<file path="src/rtl/fc_psum_accumulator.sv">
// Accumulates LANES-wide signed partial-sum beats from fc_pe onto a per-lane bias,
// then requantises (shift, optional ReLU, saturate) and hands off over valid/ready.
module fc_psum_accumulator #(
   parameter int unsigned LANES = 7,
   parameter int unsigned IN_W  = 16,
   parameter int unsigned ACC_W = 32,
   parameter int unsigned OUT_W = 16,
   parameter int unsigned CNT_W = 10
) (
   input  logic                   clk,
   input  logic                   rst,
   input  logic [CNT_W-1:0]       cfg_beats,
   input  logic [3:0]             cfg_shift,
   input  logic                   cfg_relu,
   input  logic [LANES*IN_W-1:0]  bias_in,
   input  logic [LANES*IN_W-1:0]  psum_in,
   input  logic                   psum_valid,
   output logic                   psum_ready,
   output logic [LANES*OUT_W-1:0] out_data,
   output logic                   out_valid,
   input  logic                   out_ready,
   output logic [CNT_W-1:0]       beat_cnt,
   output logic                   err_cfg
);

   typedef enum logic [1:0] {
      S_IDLE = 2'd0,
      S_ACC  = 2'd1,
      S_OUT  = 2'd2
   } state_t;

   localparam logic signed [ACC_W-1:0] SAT_MAX = {{(ACC_W-OUT_W+1){1'b0}}, {(OUT_W-1){1'b1}}};
   localparam logic signed [ACC_W-1:0] SAT_MIN = {{(ACC_W-OUT_W+1){1'b1}}, {(OUT_W-1){1'b0}}};

   state_t                    r_state;
   logic                      r_psum_ready;
   logic                      r_out_valid;
   logic [LANES*OUT_W-1:0]    r_out_data;
   logic [CNT_W-1:0]          r_beat_cnt;
   logic [CNT_W-1:0]          r_n;
   logic [3:0]                r_shift;
   logic                      r_relu;
   logic                      r_err;
   logic signed [ACC_W-1:0]   r_acc [LANES];

   logic                      w_accept;
   logic [CNT_W-1:0]          w_n_eff;
   logic [CNT_W-1:0]          w_cnt_inc;
   logic [3:0]                w_shift_sel;
   logic                      w_relu_sel;
   logic signed [ACC_W-1:0]   w_acc_next [LANES];
   logic [LANES*OUT_W-1:0]    w_q;

   function automatic logic signed [ACC_W-1:0] sext_in(input logic [IN_W-1:0] v);
      return {{(ACC_W-IN_W){v[IN_W-1]}}, v};
   endfunction

   function automatic logic [OUT_W-1:0] requant(input logic signed [ACC_W-1:0] a,
                                                input logic [3:0] sh,
                                                input logic relu);
      logic signed [ACC_W-1:0] s;
      s = a >>> sh;
      if (relu && s[ACC_W-1]) begin
         s = '0;
      end
      if (s > SAT_MAX) begin
         s = SAT_MAX;
      end else if (s < SAT_MIN) begin
         s = SAT_MIN;
      end
      return s[OUT_W-1:0];
   endfunction

   assign w_accept  = psum_valid && r_psum_ready;
   assign w_n_eff   = (cfg_beats == '0) ? CNT_W'(1) : cfg_beats;
   assign w_cnt_inc = r_beat_cnt + CNT_W'(1);

   // First beat of a group uses live config/bias because latching happens on the same edge.
   always_comb begin
      w_shift_sel = r_shift;
      w_relu_sel  = r_relu;
      w_q         = '0;
      if (r_state == S_IDLE) begin
         w_shift_sel = cfg_shift;
         w_relu_sel  = cfg_relu;
      end
      for (int i = 0; i < LANES; i++) begin
         if (r_state == S_IDLE) begin
            w_acc_next[i] = sext_in(bias_in[i*IN_W +: IN_W]) + sext_in(psum_in[i*IN_W +: IN_W]);
         end else begin
            w_acc_next[i] = r_acc[i] + sext_in(psum_in[i*IN_W +: IN_W]);
         end
         w_q[i*OUT_W +: OUT_W] = requant(w_acc_next[i], w_shift_sel, w_relu_sel);
      end
   end

   always_ff @(posedge clk or posedge rst) begin
      if (rst) begin
         r_state      <= S_IDLE;
         r_psum_ready <= 1'b1;
         r_out_valid  <= 1'b0;
         r_out_data   <= '0;
         r_beat_cnt   <= '0;
         r_n          <= '0;
         r_shift      <= '0;
         r_relu       <= 1'b0;
         r_err        <= 1'b0;
         for (int i = 0; i < LANES; i++) begin
            r_acc[i] <= '0;
         end
      end else begin
         case (r_state)
            S_IDLE: begin
               if (w_accept) begin
                  r_n        <= w_n_eff;
                  r_shift    <= cfg_shift;
                  r_relu     <= cfg_relu;
                  r_beat_cnt <= CNT_W'(1);
                  if (cfg_beats == '0) begin
                     r_err <= 1'b1;
                  end
                  for (int i = 0; i < LANES; i++) begin
                     r_acc[i] <= w_acc_next[i];
                  end
                  if (w_n_eff == CNT_W'(1)) begin
                     r_state      <= S_OUT;
                     r_psum_ready <= 1'b0;
                     r_out_valid  <= 1'b1;
                     r_out_data   <= w_q;
                  end else begin
                     r_state <= S_ACC;
                  end
               end
            end
            S_ACC: begin
               if (w_accept) begin
                  r_beat_cnt <= w_cnt_inc;
                  for (int i = 0; i < LANES; i++) begin
                     r_acc[i] <= w_acc_next[i];
                  end
                  if (w_cnt_inc == r_n) begin
                     r_state      <= S_OUT;
                     r_psum_ready <= 1'b0;
                     r_out_valid  <= 1'b1;
                     r_out_data   <= w_q;
                  end
               end
            end
            S_OUT: begin
               if (out_ready) begin
                  r_state      <= S_IDLE;
                  r_psum_ready <= 1'b1;
                  r_out_valid  <= 1'b0;
                  r_beat_cnt   <= '0;
               end
            end
            default: begin
               r_state      <= S_IDLE;
               r_psum_ready <= 1'b1;
               r_out_valid  <= 1'b0;
            end
         endcase
      end
   end

   assign psum_ready = r_psum_ready;
   assign out_valid  = r_out_valid;
   assign out_data   = r_out_data;
   assign beat_cnt   = r_beat_cnt;
   assign err_cfg    = r_err;

endmodule

</file>
<file path="config.mk">
export PLATFORM = sky130hd
export DESIGN_NAME = fc_psum_accumulator
export DESIGN_NICKNAME = d
export VERILOG_FILES = /design/src/rtl/fc_psum_accumulator.sv
export SDC_FILE = /design/constraint.sdc
export NUM_CORES = 2
export LEC_CHECK = 0
export ABC_CLOCK_PERIOD_IN_PS = 18900
export CAP_MARGIN = 20
export CORE_MARGIN = 3
export CORE_UTILIZATION = 38
export CTS_CLUSTER_SIZE = 40
export DETAILED_ROUTE_END_ITERATION = 7
export PLACE_DENSITY_LB_ADDON = 0.25
export SETUP_SLACK_MARGIN = 0.2
export SYNTH_ARGS = -nofsm -noshare
export SYNTH_HDL_FRONTEND = slang
export SYNTH_SLANG_ARGS = --single-unit
</file>
<file path="constraint.sdc">
create_clock -name clk -period 18.9 [get_ports clk]
set_input_delay 4.725 -clock clk [delete_from_list [all_inputs] [get_ports clk]]
set_output_delay 4.725 -clock clk [all_outputs]
set_load 0.01 [all_outputs]
</file>
==> flow_metrics.py <==
metrics = {
    "grt": {
        "antenna_found_initial": 10,
        "grt_first_pass_wirelength_um": 341000,
        "grt-ovfl-total": 0,
        "grt_pass1_vias": 53080,
        "grt_max_degree": 127,
        "track_usage_pct": 32.3,
    },
    "cells_and_area": {
        "multiInputGateArea_sq_um": 38200,
        "drive_gt1_share_pct": 5.72,
        "syn_to_final_growth_pct": 13.5,
        "final_util_pct": 43.8,
        "final_cell_area_sq_um": 56300,
        "seqCellArea_sq_um": 9160,
        "n_fill_cell": 13216,
        "fin_cells": 8701,
        "final_nets": 7520,
    },
    "yosys": {
        "synth_warnings": 0,
        "avgSynthCellArea_sq_um": 7.22,
        "synthDistinctLibCells": 112,
        "syn_area_sq_um": 49600,
        "synth_edf_count": 0,
        "syn_nets": 7462,
        "synthArstFlopShare_pct": 100,
        "ys_ff_latch": 366,
        "synth_ff_type": "dfrtp_1",
        "syn_inst": 6871,
        "yosysSeqAreaShare_pct": 18.5,
    },
    "power": {
        "p_leak_nw": 23.0,
        "comb_power_share_pct": 38.6,
        "internal-power_mw": 1.87,
        "power.density_nw_per_um2": 55.4,
        "ir_drop_v": 0.0000536,
        "fin_total_pwr_mw": 3.12,
        "switchingPower_mw": 1.25,
        "netSwitchingFraction_pct": 40.0,
        "p_seq_share_pct": 26.2,
        "clock_power_share_pct": 35.2,
    },
    "routing": {
        "wl_um": 229000,
        "antenna_left": 0,
        "viasPerCell": 6.56,
        "wl_per_cell_um": 26.3,
        "num_vias": 57102,
        "drt-initial-drc-count": 6650,
        "first_pass_iters": 8,
        "drc": 0,
    },
    "floorplanning": {
        "dieWidth_um": 367,
        "start_util_pct": 38.6,
        "core_sq_um": 129000,
        "rows": 131,
        "dieArea_sq_um": 135000,
        "die_h_um": 367,
        "io_pins": 368,
    },
    "critical_path": {
        "rrSetupSlack_ns": 11.30,
        "crit_path_start_kind": "input port",
        "timing.rr.start": "r_state[0]",
        "critical_path_class": "input port to flip-flop",
        "cp_data_arrival_time_ns": 11.16,
        "reg2reg_depth": 18,
        "end_kind": "flip-flop",
        "critPathRequiredTime_ns": 19.39,
        "reg2reg_to": "out_data[9]",
        "critPathMaxFanout": 18,
    },
    "sta": {
        "setup_viol": 0,
        "finalMaxSlewViolations": 0,
        "grt_setup_unrepaired": "false",
        "fmax_ghz": 0.0937,
        "worst_slew_pin_slew_ns": 1.15,
        "period_needed_ns": 10.68,
        "hold_ws_ns": 0.476,
        "finalCritPeriodShare_pct": 56.5,
        "finalWorstSetupSlack_ns": 8.22,
        "setup-tns-final_ns": 0,
        "slew_headroom_pct": 22.9,
        "skew_ns": 0.0244,
        "finalHoldViolations": 0,
    },
    "hold_path": {
        "hold_depth": 1,
        "min_from": "err_cfg",
        "holdCritPathClass": "flip-flop to flip-flop",
        "hold_end": "err_cfg",
    },
    "clock_network": {
        "ctsHoldBuffers": 0,
        "cts-root-buf": "clkbuf_16",
        "htree_levels": 2,
        "cts_made_buffers": 52,
        "cts_buffer_depth": 3,
        "cts_tree": "yes",
        "cts.clk_slew.worst_paths_ns": 0.06,
        "postCtsSetupRepairBufs": 0,
        "clkLatencyLatePin_ns": 0.67,
        "cts_num_sinks": 366,
        "cts_resized": 0,
    },
    "place": {
        "post-place-ws_ns": 7.68,
        "dpl.hpwl_um": 171000,
        "io_buffers": 367,
        "gp_congestion": 1.02,
        "dp.cells": 8600,
        "placed_cell_area_sq_um": 54500,
    },
    "outcome": {
        "status": "completed",
    },
    "flow_run": {
        "cap_violations": 0,
    },
}
kinds of logic after synthesis:
logic type | count (synthesis) | share of synthesized area, %
buf+inv | 583 | 4.82
fa+ha+maj | 348 | 8.99
mux | 259 | 5.59
xor+xnor | 215 | 3.83
simple gates | 2405 | 22.4
compound gates | 2695 | 36.0
flops | 366 | 18.5
cell usage after synthesis, types with 71 or more instances:
cell,n,area share [%]
nand3_1,162,1.6
clkbuf_1,352,2.7
o21a_1,107,1.6
nor3_1,189,1.9
xor2_1,71,1.3
o211ai_1,152,2.3
xnor2_1,143,2.5
a211oi_1,198,3.0
a31oi_1,126,1.6
a21oi_1,586,5.9
nand4_1,102,1.3
a21o_1,146,2.2
dfrtp_1,365,18
nor2_1,621,4.7
mux2i_1,194,3.9
o22ai_1,82,1.0
ha_1,334,8.4
nand2_1,867,6.6
inv_1,109,0.82
o21ai_0,626,6.3
sequential cells by signal (all words and copies together), names as in the netlist:
register / flops
out_valid: 1
r_state: 2
r_shift: 4
out_data: 112
psum_ready: 1
r_n: 10
err_cfg: 1
beat_cnt: 10
r_acc: 224
r_relu: 1
power groups by stage:
stage | clock [mW] | sequential, mW | combinational [mW]
after floorplan | 0 | 0.826 | 0.746
after global placement | 0 | 0.831 | 1.16
after detailed placement | 0 | 0.832 | 1.17
after CTS | 1.12 | 0.817 | 1.17
after global routing | 1.15 | 0.818 | 1.29
final | 1.10 | 0.818 | 1.20
routing by layer:
| metal | global-route usage [%] | vias up | routed length [um] |
|---|---|---|---|
| li1 | - | 26275 | - |
| met1 | 43.0 | 27292 | 95700 |
| met2 | 49.2 | 2972 | 97300 |
| met3 | 6.48 | 553 | 21200 |
| met4 | 17.0 | 10 | 14700 |
| met5 | 0 | - | 64 |
critical path, cell delays in order:
cell	delay, ns
clkdlybuf4s50_1	0.96
ha_1	0.70
a21oi_1	0.45
nor4b_1	0.62
o211ai_1	0.44
a41oi_1	0.37
xor2_1	0.46
a311oi_1	0.27
o21a_1	0.25
mux2_2	0.29
o41a_1	0.42
o41a_1	0.45
o21ai_2	0.55
o22ai_1	0.19
layout make-up:
type                            instances  share of cell area [%]
Multi-Input combinational cell       5922                    67.8
Inverter                              111                   0.762
Clock inverter                         33                   0.771
Tap cell                             1729                    3.84
Timing Repair Buffer                  476                    8.03
Clock buffer                           62                    2.50
Sequential cell                       366                    16.3
Antenna cell                            2                 0.00888
worst max-delay path by stage:
stage                      from            to  slack, ns  cells past startpoint
finish              psum_in[95]  out_data[87]       8.22                     14
global route        psum_in[15]   out_data[8]       7.94                     15
CTS                 psum_in[95]  out_data[88]       8.39                     14
detailed placement  psum_in[95]  out_data[88]       7.68                     14
global placement    psum_in[95]  out_data[86]       7.72                     14
floorplan                   rst   beat_cnt[0]       4.02                      1
cell usage in the layout, fill, tap and decap left out, drive strengths merged, types with 82 or more instances in the layout:
cell and n:
mux2i 194, a31oi 127, ha 334, dfrtp 365, nor3 190, o21a 107
a21o 147, nand3 163, o211ai 152, o22ai 82, nor2 625, nand2 870
o21ai 646, inv 115, a211oi 200, buf 107, a21oi 588, nand4 102
xnor2 144, clkdlybuf4s50 367
No activity file was read; power rests on OpenSTA's default activity.
